### src/rtl/mem_access_pkg.sv
// Shared types for the data-memory access unit:
// access sizes, FSM states and the alignment check.
package mem_access_pkg;

  localparam logic [1:0] SZ_BYTE = 2'b00;
  localparam logic [1:0] SZ_HALF = 2'b01;
  localparam logic [1:0] SZ_WORD = 2'b10;
  localparam logic [1:0] SZ_RSVD = 2'b11;

  typedef enum logic [1:0] {
    ST_IDLE = 2'b00,
    ST_RD   = 2'b01,
    ST_WR   = 2'b10,
    ST_RESP = 2'b11
  } state_e;

  function automatic logic req_bad(
    input logic [1:0] size,
    input logic [1:0] lo
  );
    return (size == SZ_RSVD)
        || (size == SZ_HALF && lo[0])
        || (size == SZ_WORD && lo != 2'b00);
  endfunction

endpackage

### src/rtl/mem_access_if.sv
// Request/response handshake plus word-memory bus
// between the MEM stage, the access unit and the RAM.
interface mem_access_if #(
  parameter int ADDR_W = 32
);
  logic              req_valid;
  logic              req_ready;
  logic              req_wr;
  logic [1:0]        req_size;
  logic              req_unsigned;
  logic [ADDR_W-1:0] req_addr;
  logic [31:0]       req_wdata;
  logic              rsp_valid;
  logic [31:0]       rsp_rdata;
  logic              rsp_err;
  logic [ADDR_W-1:0] mem_pos;
  logic [31:0]       mem_wdata;
  logic              mem_wr;
  logic [31:0]       mem_rdata;

  modport master (
    output req_valid, req_wr, req_size,
    output req_unsigned, req_addr, req_wdata,
    input  req_ready, rsp_valid, rsp_rdata, rsp_err
  );

  modport slave (
    input  req_valid, req_wr, req_size,
    input  req_unsigned, req_addr, req_wdata,
    output req_ready, rsp_valid, rsp_rdata, rsp_err,
    output mem_pos, mem_wdata, mem_wr,
    input  mem_rdata
  );

  modport mem (
    input  mem_pos, mem_wdata, mem_wr,
    output mem_rdata
  );
endinterface

### src/rtl/mem_lane_align.sv
// Byte/half lane logic: load extract+extend and
// store merge of new data into the old word.
module mem_lane_align
  import mem_access_pkg::*;
(
  input  logic [1:0]  lo,
  input  logic [1:0]  size,
  input  logic        uns,
  input  logic [31:0] word,
  input  logic [31:0] wdata,
  output logic [31:0] ld,
  output logic [31:0] st
);
  logic [7:0]  b;
  logic [15:0] h;

  always_comb begin
    b  = word[{lo, 3'b000} +: 8];
    h  = word[{lo[1], 4'b0000} +: 16];
    ld = word;
    st = wdata;
    unique case (size)
      SZ_BYTE: begin
        ld = {{24{~uns & b[7]}}, b};
        st = word;
        st[{lo, 3'b000} +: 8] = wdata[7:0];
      end
      SZ_HALF: begin
        ld = {{16{~uns & h[15]}}, h};
        st = word;
        st[{lo[1], 4'b0000} +: 16] = wdata[15:0];
      end
      default: begin
        ld = word;
        st = wdata;
      end
    endcase
  end
endmodule

### src/rtl/mem_access_unit.sv
// MEM-stage initiator for the word-only data RAM;
// sub-word stores are done as read-modify-write.
module mem_access_unit
  import mem_access_pkg::*;
#(
  parameter int ADDR_W = 32
) (
  input logic         clk,
  input logic         rst_n,
  mem_access_if.slave bus
);
  state_e            state;
  logic [ADDR_W-1:0] addr_q;
  logic [1:0]        size_q;
  logic              wr_q;
  logic              uns_q;
  logic [31:0]       wdata_q;
  logic [31:0]       old_q;
  logic [31:0]       rdata_q;
  logic              err_q;
  logic              bad;
  logic [31:0]       lane_word;
  logic [31:0]       ld;
  logic [31:0]       st;
  logic              busy;

  assign bad  = req_bad(bus.req_size, bus.req_addr[1:0]);
  assign busy = (state == ST_RD) || (state == ST_WR);

  // one aligner: live read data in RD, saved word in WR
  assign lane_word = (state == ST_WR) ? old_q : bus.mem_rdata;

  mem_lane_align u_align (
    .lo   (addr_q[1:0]),
    .size (size_q),
    .uns  (uns_q),
    .word (lane_word),
    .wdata(wdata_q),
    .ld   (ld),
    .st   (st)
  );

  assign bus.req_ready = (state == ST_IDLE);
  assign bus.rsp_valid = (state == ST_RESP);
  assign bus.rsp_rdata = rdata_q;
  assign bus.rsp_err   = err_q;
  assign bus.mem_wr    = (state == ST_WR);
  assign bus.mem_pos   = busy ?
    {addr_q[ADDR_W-1:2], 2'b00} : '0;
  assign bus.mem_wdata = (state == ST_WR) ? st : '0;

  always_ff @(posedge clk or negedge rst_n) begin
    if (!rst_n) begin
      state   <= ST_IDLE;
      addr_q  <= '0;
      size_q  <= '0;
      wr_q    <= 1'b0;
      uns_q   <= 1'b0;
      wdata_q <= '0;
      old_q   <= '0;
      rdata_q <= '0;
      err_q   <= 1'b0;
    end else begin
      unique case (state)
        ST_IDLE: begin
          if (bus.req_valid) begin
            addr_q  <= bus.req_addr;
            size_q  <= bus.req_size;
            wr_q    <= bus.req_wr;
            uns_q   <= bus.req_unsigned;
            wdata_q <= bus.req_wdata;
            err_q   <= bad;
            rdata_q <= '0;
            if (bad)
              state <= ST_RESP;
            else if (bus.req_wr &&
                     bus.req_size == SZ_WORD)
              state <= ST_WR;
            else
              state <= ST_RD;
          end
        end
        ST_RD: begin
          if (wr_q) begin
            old_q <= bus.mem_rdata;
            state <= ST_WR;
          end else begin
            rdata_q <= ld;
            state   <= ST_RESP;
          end
        end
        ST_WR:   state <= ST_RESP;
        ST_RESP: state <= ST_IDLE;
        default: state <= ST_IDLE;
      endcase
    end
  end
endmodule
### src/flat_wrapper.sv
// flat-port wrapper written by rule: the top's interface ports become plain ports
module mem_access_unit_flat import mem_access_pkg::*;
#(
  parameter int ADDR_W = 32
)
  (clk, rst_n, bus_req_valid, bus_req_wr, bus_req_size, bus_req_unsigned, bus_req_addr, bus_req_wdata, bus_req_ready, bus_rsp_valid, bus_rsp_rdata, bus_rsp_err, bus_mem_pos, bus_mem_wdata, bus_mem_wr, bus_mem_rdata);
  mem_access_if #(.ADDR_W(ADDR_W)) bus_i ();
  input logic clk;
  input logic rst_n;
  input wire logic [$bits(bus_i.req_valid)-1:0] bus_req_valid;
  input wire logic [$bits(bus_i.req_wr)-1:0] bus_req_wr;
  input wire logic [$bits(bus_i.req_size)-1:0] bus_req_size;
  input wire logic [$bits(bus_i.req_unsigned)-1:0] bus_req_unsigned;
  input wire logic [$bits(bus_i.req_addr)-1:0] bus_req_addr;
  input wire logic [$bits(bus_i.req_wdata)-1:0] bus_req_wdata;
  output wire logic [$bits(bus_i.req_ready)-1:0] bus_req_ready;
  output wire logic [$bits(bus_i.rsp_valid)-1:0] bus_rsp_valid;
  output wire logic [$bits(bus_i.rsp_rdata)-1:0] bus_rsp_rdata;
  output wire logic [$bits(bus_i.rsp_err)-1:0] bus_rsp_err;
  output wire logic [$bits(bus_i.mem_pos)-1:0] bus_mem_pos;
  output wire logic [$bits(bus_i.mem_wdata)-1:0] bus_mem_wdata;
  output wire logic [$bits(bus_i.mem_wr)-1:0] bus_mem_wr;
  input wire logic [$bits(bus_i.mem_rdata)-1:0] bus_mem_rdata;
  assign bus_i.req_valid = bus_req_valid;
  assign bus_i.req_wr = bus_req_wr;
  assign bus_i.req_size = bus_req_size;
  assign bus_i.req_unsigned = bus_req_unsigned;
  assign bus_i.req_addr = bus_req_addr;
  assign bus_i.req_wdata = bus_req_wdata;
  assign bus_req_ready = bus_i.req_ready;
  assign bus_rsp_valid = bus_i.rsp_valid;
  assign bus_rsp_rdata = bus_i.rsp_rdata;
  assign bus_rsp_err = bus_i.rsp_err;
  assign bus_mem_pos = bus_i.mem_pos;
  assign bus_mem_wdata = bus_i.mem_wdata;
  assign bus_mem_wr = bus_i.mem_wr;
  assign bus_i.mem_rdata = bus_mem_rdata;
  mem_access_unit #(.ADDR_W(ADDR_W)) u_core (.clk(clk), .rst_n(rst_n), .bus(bus_i));
endmodule
### config.mk
export PLATFORM = sky130hd
export DESIGN_NAME = mem_access_unit_flat
export DESIGN_NICKNAME = d
export VERILOG_FILES = /design/src/rtl/mem_access_pkg.sv /design/src/rtl/mem_access_if.sv /design/src/rtl/mem_lane_align.sv /design/src/rtl/mem_access_unit.sv /design/src/flat_wrapper.sv
export SDC_FILE = /design/constraint.sdc
export NUM_CORES = 1
export LEC_CHECK = 0
export BUFFER_PORTS_ARGS = -buffer_cell sky130_fd_sc_hd__buf_2
export CAP_MARGIN = 20
export CORE_AREA = 3 3 142 144
export DETAILED_ROUTE_END_ITERATION = 10
export DIE_AREA = 0 0 145 147
export PLACE_DENSITY = 0.63
export SETUP_SLACK_MARGIN = 0.4
export SLEW_MARGIN = 20
export SYNTH_ARGS = -nofsm -noshare
export SYNTH_HDL_FRONTEND = slang
export SYNTH_SLANG_ARGS = --single-unit
### constraint.sdc
create_clock -name clk -period 2.7 [get_ports clk]
set_clock_uncertainty 0.1 [all_clocks]
set_input_delay 0.27 -clock clk [delete_from_list [all_inputs] [get_ports clk]]
set_output_delay 0.27 -clock clk [all_outputs]
set_load 0.005 [all_outputs]
==> flow_summary.yaml <==
outcome:
  status: "complete, no violations"
global_routing:
  grt_usage_pct: 25.26
  grt_max_degree: 62
  grt_pass1_wl_mm: 42.39
  grt_pass1_vias: 7162
  antenna_found_initial: 0
  gr-total-overflow: 0
setup_path:
  cp_max_fo: 8
  cp_slowest_stage_delay_ns: 0.40
  cp.required_ns: 2.33
  path_class: "reg -> out"
  crit_arrival_ns: 2.27
  critPathSlowestCell: "dfrtp_1"
  cpMostUsedCell: "mux2_4"
  crit_chain: "inv_2, ha_4, buf_12, mux2_4, mux2_4, o22ai_1, nor3_1, buf_2"
  worst_setup_path_end_kind: "output port"
  critPathLaunchType: "register"
detailed_routing:
  wl_per_cell_um: 21.71
  vias: 7106
  drt-initial-drc-count: 672
  via_per_inst: 5.635
  antenna_left: 0
  drc: 0
  first_pass_iters: 8
  routed_wl_mm: 27.37
final_layout:
  final_common_cell: "buf_2"
  diodes: 0
  fin_area_um2: 11330
  syn2layout_area_growth_pct: 50.70
  final_cell_mix: "buf_2, dfrtp_1, mux2_2"
  drive_above_1_share_pct: 54.75
  fillerInstances: 1544
  final_nets: 1102
placed_design:
  gp_congestion: 0.8668
  pre_cts_slack_ns: 0.2191
  dp_hpwl_mm: 18.35
  io_buffers: 200
  dpl_cell_area_um2: 8982
synth:
  yosysWarnings: 0
  syn_inst: 678
  syn_area_um2: 7517
  synth-seq-area-share_pct: 44.94
  synth-edff-count: 0
  syn_area_per_cell_um2: 11.09
  ys.flop_type: "dfrtp_1"
  async_flop_share_pct: 100.0
  synth_seq_cells: 135
  ys_types: 44
sta:
  min_period_over_period_pct: 97.79
  rsz0062_at_grt: "yes"
  timing.final.crit_period_ns: 2.640
  slew_headroom_pct: 54.61
  setup-violations-final: 0
  fmax_ghz: 0.3787
  fin_tns_setup_ns: 0
  worst_slew_pin_slew_ns: 0.6783
  maxSlewViolCount: 0
  hold_ws_ns: 0.01853
  finalHoldViolations: 0
  finalWorstSetupSlack_ns: 0.05971
power:
  switching_share_pct: 40.94
  pwr_density_cell_nw_per_um2: 1331
  power_leakage_nw: 5.199
  p_total_mw: 15.08
  sequentialPowerShare_pct: 26.6
  power_frac_comb_pct: 57.6
  switchingPower_mw: 6.175
  power.internal_mw: 8.908
  clkPwrFrac_pct: 15.9
  vdd_ir_drop_max_mv: 0.8464
floorplan:
  core_um2: 18830
  die-area_um2: 21320
  rows: 50
  ioPinCount: 203
  die_x_um: 145
  fp.dieH_um: 147
  start_util_pct: 39.92
clock_tree:
  clockRootBuffer: "clkbuf_16"
  clock_sinks: 135
  cts_made_buffers: 17
  htreeDepth: 4
  cts_tree: "done"
  clock_latency_ns: 0.43
  clk_pin_slew_ns: 0.06
  cts_buffer_depth: 2
worst_hold_path:
  hold_path_class: "in -> reg"
run:
  drv_cap: 0
worst max-delay path: cells and delay by family, from the launching register on:
kind | cells | cell delay, ns
multiplexers | 2 | 0.59
buffers and inverters | 3 | 0.41
flip-flops | 1 | 0.40
adder cells (fa/ha/maj) | 1 | 0.25
AO/OA/AOI/OAI | 1 | 0.12
AND/OR/NAND/NOR | 1 | 0.08
Yosys cell counts (all sizes together) (2+ instances only):
master	number	area share [%]
nor3	21	1.4
o221ai	7	0.82
and2	32	2.7
a221oi	16	1.9
nand2b	5	0.42
nor2	13	0.65
o21bai	7	0.70
nor4	2	0.37
o21ai	34	2.3
nand3	2	0.13
inv	15	0.75
o211ai	2	0.20
a211oi	14	1.4
mux4	8	2.4
a22oi	30	3.0
nor2b	2	0.17
mux2i	18	2.4
a21oi	41	2.8
ha	9	1.5
or2	3	0.25
dfrtp	135	45
a311o	2	0.27
o22ai	26	2.2
buf	24	1.6
mux2	133	20
nand2	38	2.2
clkbuf	29	1.4
sequential cells by signal, indices dropped and copies added (netlist names):
signal,cells
u_core.bus.rsp_err,1
u_core.bus.rsp_rdata,32
u_core.wdata_q,32
u_core.wr_q,1
u_core.uns_q,1
u_core.addr_q,32
u_core.size_q,2
u_core.state,2
u_core.old_q,32
logic make-up after synthesis:
family / synth area share (%)
AOI/OAI and AO/OA: 16.23
and+or+nand+nor: 8.689
muxes: 24.72
other: 0.04989
DFF: 44.94
buffers and inverters: 3.878
adders and majority gates: 1.498
routing by layer:
| layer | wire length, um | global-route usage [%] |
|---|---|---|
| met5 | 0 | 0 |
| met4 | 590 | 6.413 |
| met3 | 2435 | 6.169 |
| met2 | 12810 | 40.49 |
| met1 | 11540 | 34.72 |
power groups by stage:
| stage | Combinational (mW) | Sequential [mW] | Clock [mW] |
|---|---|---|---|
| final | 8.68 | 4.01 | 2.40 |
| after global routing | 9.31 | 4.08 | 2.51 |
| after CTS | 8.15 | 3.91 | 2.42 |
| after detailed placement | 6.73 | 3.86 | 0 |
| after global placement | 6.68 | 3.84 | 0 |
| after floorplan | 4.61 | 3.50 | 0 |
repair_timing:
action                                  4_1_cts  5_1_grt
hold buffers                                 65        0
endpoints found under the setup margin       57       57
cloned                                        3        0
pin swaps                                    36       10
setup buffers                                37        9
hold endpoints to repair                    122        0
gates resized for setup                     103       41
per-stage QoR:
| stage | instances | utilization [%] |
|---|---|---|
| CTS | 1252 | 58.72 |
| detailed placement | 1117 | 47.70 |
| floorplan | 679 | - |
| finish | 1261 | 60.16 |
| global placement | 1117 | 47.70 |
| global route | 1261 | 60.16 |
worst paths after layout:
| check | from | endpoint | slack (ns) | cells after the start |
|---|---|---|---|---|
| setup / recovery | u_core.state[0] | bus_mem_wdata[20] | 0.06 | 8 |
| hold / removal | bus_mem_rdata[27] | u_core.old_q[27] | 0.02 | 2 |
| setup reg to reg | u_core.state[0] | u_core.bus.rsp_rdata[25] | 0.39 | 10 |
| hold reg to reg | u_core.bus.rsp_rdata[3] | u_core.bus.rsp_rdata[3] | 0.38 | 2 |
| max in group asynchronous | rst_n | u_core.addr_q[7] | 1.47 | 3 |
| min in group asynchronous | rst_n | u_core.bus.rsp_rdata[15] | 0.31 | 2 |
layout make-up:
cell class	instances	area, um2	area share [%]
Clock inverter	12	153.9	1.359
Inverter	16	60.06	0.5302
Multi-Input combinational cell	475	4497	39.70
Clock buffer	18	439.2	3.877
Tap cell	260	325.3	2.872
Sequential cell	135	3379	29.83
Timing Repair Buffer	345	2474	21.84
No activity file was read; power rests on OpenSTA's default activity.
